===== config.mk =====
export PLATFORM = sky130hd
export DESIGN_NAME = bk_operand_feeder
export DESIGN_NICKNAME = d
export VERILOG_FILES = /design/src/rtl/bk_operand_feeder.sv
export SDC_FILE = /design/constraint.sdc
export NUM_CORES = 1
export LEC_CHECK = 0
export ABC_CLOCK_PERIOD_IN_PS = 1850
export CORE_MARGIN = 4
export CORE_UTILIZATION = 51
export DETAILED_ROUTE_END_ITERATION = 6
export GPL_ROUTABILITY_DRIVEN = 0
export PLACE_DENSITY = 0.79
export RECOVER_POWER = 25
export SLEW_MARGIN = 10
export SYNTH_ARGS = -nofsm -noshare
export SYNTH_HDL_FRONTEND = slang
export SYNTH_SLANG_ARGS = --single-unit

===== constraint.sdc =====
create_clock -name clk -period 1.85 [get_ports clk]
set_input_delay 0.2775 -clock clk [delete_from_list [all_inputs] [get_ports clk]]
set_output_delay 0.2775 -clock clk [all_outputs]
set_load 0.005 [all_outputs]

===== src/rtl/bk_operand_feeder.sv =====
// Byte-stream front end for the 12-bit Brent-Kung adder: assembles 3-byte frames
// into an interleaved A/B word held in a registered valid/ready output slot.
module bk_operand_feeder #(
   parameter bit SWAP_AB = 1'b0,
   parameter int ERRW    = 8
) (
   input  logic            clk,
   input  logic            rst,
   input  logic [7:0]      in_data,
   input  logic            in_valid,
   input  logic            in_last,
   output logic            in_ready,
   output logic [23:0]     inputs_o,
   output logic            out_valid,
   input  logic            out_ready,
   output logic            err_o,
   output logic [ERRW-1:0] err_cnt
);

   typedef enum logic [1:0] {B0, B1, B2, FULL} state_t;

   state_t          state_q;
   logic [11:0]     opA_q;
   logic [11:0]     opB_q;
   logic [23:0]     word_q;
   logic            outValid_q;
   logic            err_q;
   logic [ERRW-1:0] errCnt_q;

   logic accept;
   logic drain;
   logic slotFree;

   // A on even bits, B on odd bits (roles exchanged when SWAP_AB is set).
   function automatic logic [23:0] interleave(input logic [11:0] a, input logic [11:0] b);
      logic [23:0] w;
      w = '0;
      for (int i = 0; i < 12; i++) begin
         w[2*i]   = SWAP_AB ? b[i] : a[i];
         w[2*i+1] = SWAP_AB ? a[i] : b[i];
      end
      return w;
   endfunction

   assign in_ready  = (state_q != FULL) && !rst;
   assign accept    = in_valid && in_ready;
   assign drain     = outValid_q && out_ready;
   assign slotFree  = !outValid_q || out_ready;
   assign inputs_o  = word_q;
   assign out_valid = outValid_q;
   assign err_o     = err_q;
   assign err_cnt   = errCnt_q;

   // Frame assembly, output slot and error bookkeeping share one state machine.
   always_ff @(posedge clk) begin
      if (rst) begin
         state_q    <= B0;
         opA_q      <= '0;
         opB_q      <= '0;
         word_q     <= '0;
         outValid_q <= 1'b0;
         err_q      <= 1'b0;
         errCnt_q   <= '0;
      end else begin
         if (drain) begin
            outValid_q <= 1'b0;
         end
         case (state_q)
            B0: begin
               if (accept && !in_last) begin
                  opA_q[7:0] <= in_data;
                  state_q    <= B1;
               end
            end
            B1: begin
               if (accept && !in_last) begin
                  opA_q[11:8] <= in_data[3:0];
                  opB_q[3:0]  <= in_data[7:4];
                  state_q     <= B2;
               end else if (accept) begin
                  state_q <= B0;
               end
            end
            B2: begin
               if (accept && in_last && slotFree) begin
                  word_q     <= interleave(opA_q, {in_data, opB_q[3:0]});
                  outValid_q <= 1'b1;
                  state_q    <= B0;
               end else if (accept && in_last) begin
                  opB_q[11:4] <= in_data;
                  state_q     <= FULL;
               end else if (accept) begin
                  state_q <= B0;
               end
            end
            FULL: begin
               // The parked word takes over the slot on the drain edge.
               if (drain) begin
                  word_q     <= interleave(opA_q, opB_q);
                  outValid_q <= 1'b1;
                  state_q    <= B0;
               end
            end
            default: state_q <= B0;
         endcase

         if (accept && (((state_q == B0) || (state_q == B1)) ? in_last : !in_last)) begin
            err_q <= 1'b1;
            if (errCnt_q != {ERRW{1'b1}}) begin
               errCnt_q <= errCnt_q + 1'b1;
            end
         end
      end
   end

endmodule


==> metrics.csv <==
stage,metric,value,unit
status,status,completed,
setup_path,endpoint,in_ready,
setup_path,path_max_fanout,17,
setup_path,r2r-start,state_q[0],
clock_network,cts_buffers,9,
setup_path,cp_cell_sequence,buf_4 > a21oi_2 > clkdlybuf4s50_1,
global_routing,grt_usage,19.5,%
drt,wl_per_cell,14.6,µm
clock_network,clk_pin_slew,60,ps
drt,wl_met2,2400,µm
setup_path,cp_slowest_stage_delay,510,ps
setup_path,cpMaxStageDelayCell,clkdlybuf4s50_1,
synthesis,synth_nets,269,
global_routing,grt_pass1_vias,1900,
floorplan,die_width,77.3,µm
run,drv_cap,0,
sta,fin_crit,1770,ps
drt,drt_iter0_markers,163,
power,ir_drop,673,µV
sta,fmax,566,MHz
clock_network,clkSinkCount,60,
sta,setup-tns-final,0,ps
clock_network,clock-root-buffer,clkbuf_8,
synthesis,synth-edff-count,0,
synthesis,syn_area,2450,µm²
synthesis,synthFlopType,dfxtp_1,
clock_network,cts_setup_buffers,0,
final_layout,area_delta_synth_final,33.3,%
final_layout,multi_input_area,1170,µm²
synthesis,avgSynthCellArea,9.60,µm²
setup_path,crit_start,state_q[1],
clock_network,h-tree-depth,3,
floorplan,core_area,4500,µm²
final_layout,num_antenna_cells,0,
setup_path,rr_worst_depth,4,
synthesis,synth_area_leaders,"dfxtp_1 (49%), mux2i_1 (17%), nor2_1 (8.3%)",
clock_network,cts_resized,0,
placement,pre_cts_slack,-232,ps
drt,met3_length,365,µm
setup_path,r2r_slack,200,ps
setup_path,worstPathArrival,1490,ps
clock_network,clk-insertion-delay-late,340,ps
drt,wl_met1,2530,µm
global_routing,grt_pass1_wl,9190,µm
final_layout,fillerInstances,345,
setup_path,path_class,flop to output pin,
sta,hold_viol_final,0,
clock_network,ctsHoldBuffers,0,
final_layout,layout_commonest_cell,dfxtp_1,
placement,io_buffer_count,47,
sta,finalCritPeriodShare,95.5,%
sta,rsz0062_at_grt,false,
floorplan,die_area,5970,µm²
floorplan,io_pins,48,
synthesis,syn_inst,255,
power,leakage,1.26,nW
synthesis,ys_seq_area_share,49.1,%
global_routing,grt-ovfl-total,0,
drt,drtPass1Iterations,4,
final_layout,final_cell_mix,"dfxtp_1 (60), nor2_1 (54), mux2i_1 (41), clkdlybuf4s50_1 (29), dlygate4sd3_1 (17)",
placement,dpl.hpwl,3750,µm
synthesis,ys_ff_latch,60,
power,p_per_area,844,nW/µm²
final_layout,drive_above_1_share,11.9,%
setup_path,cp-start-kind,flop,
drt,route.vias.total,2023,
sta,slew_headroom,79.2,%
sta,setup_slack,83.6,ps
drt,drc_errors,0,
floorplan,start_util,54.3,%
sta,drv_slew,0,
drt,drt-vias-per-instance,5.47,
drt,top_layer_used,met4,
synthesis,yosysTopAreaCellShare,49.1,%
clock_network,cts_buffer_depth,2,
setup_path,critPathTopFamily,buffers and inverters,
floorplan,die_y,77.3,µm
drt,routed_wl,5420,µm
setup_path,critPathRequiredTime,1570,ps
synthesis,synth_warnings,0,
synthesis,yosysTopAreaCell,dfxtp_1,
drt,ant_nets,0,
final_layout,ff_latch_area,1200,µm²
sta,final-setup-viol-count,0,
setup_path,crit_buf_inv,2,
setup_path,path_depth,3,
min_path,hp-class,primary input to flop,
global_routing,antenna_found_initial,0,
clock_network,cts_tree,built,
synthesis,synth.distinct_cells,37,
final_layout,fin_nets,328,
setup_path,r2r_end,err_cnt[4],
floorplan,num_rows,24,
synthesis,async_flop_share,0,%
global_routing,grt_max_degree,33,
sta,clock_skew,7.83,ps
sta,worst_pin_slew,311,ps
setup_path,end_kind,output pin,
[per-stage QoR]
stage	instances	utilization (%)	hold WS (ps)	instance area (µm²)	total power [mW]
2_1_floorplan	255	-	417	2450	1.42
4_1_cts	370	72.6	384	3270	2.78
5_1_grt	370	72.4	426	3260	2.84
3_3_place_gp	355	67.8	471	3050	1.50
3_5_place_dp	355	67.8	480	3050	1.50
6_report	370	72.4	408	3260	2.75
[worst register-to-register path, cell delays in order (launching register included)]
cell,delay (ps)
dfxtp_1,320
or3b_4,410
a211o_1,370
o311ai_1,300
o41ai_1,110
[how the worst min path moves through the flow]
stage / from / to / slack [ps] / cells after the start
after floorplan: in_valid / err_o / 420 / 2
after global placement: err_o / err_o / 470 / 2
after detailed placement: err_o / err_o / 480 / 2
after CTS: rst / state_q[1] / 380 / 3
after global routing: rst / out_valid / 430 / 3
final: rst / opB_q[8] / 410 / 3
[flip-flops by register name (all words and copies together), names as in the netlist]
signal     count
state_q        2
inputs_o      24
opB_q         12
out_valid      1
opA_q         12
err_cnt        8
err_o          1
[layer usage]
layer,track usage (%),vias up
met5,0,-
met4,8.19,0
met3,8.55,10
met2,27.2,49
met1,26.0,947
li1,-,1017
[synth_stat cells, types with 3 or more instances]
master and count:
a311oi_1 9, mux2i_1 41, a21oi_1 7, a31oi_1 3, buf_4 3, nand3_1 13, nor2b_1 3, nor2_1 54
nand2_1 15, clkbuf_1 10, inv_1 5, a211oi_1 3, dfxtp_1 60
[report_power, final]
group | total [mW] | switching [mW] | internal [mW] | leakage, nW
logic | 0.153 | 0.0821 | 0.0708 | 0.669
registers | 1.32 | 0.00928 | 1.31 | 0.484
clock network | 1.28 | 0.497 | 0.788 | 0.109
[logic make-up (layout without fill, tap and decap cells)]
group	after synthesis	after routing	share of synthesized area [%]
flops	60	60	49.1
buf+inv	21	84	4.09
simple gates	100	100	19.1
fa+ha+maj	1	1	0.511
mux	43	43	17.7
compound gates	30	30	9.51
[cell type report]
type                    count  share of cell area (%)
inverters                   5                   0.575
clock buffers              11                    4.33
multi-input cells         174                    35.8
flip-flops and latches     60                    36.8
well taps                  52                    1.99
clock inverters             4                    2.26
repair buffers             64                    18.3
Note: power is estimated with default switching activity, not from simulation.
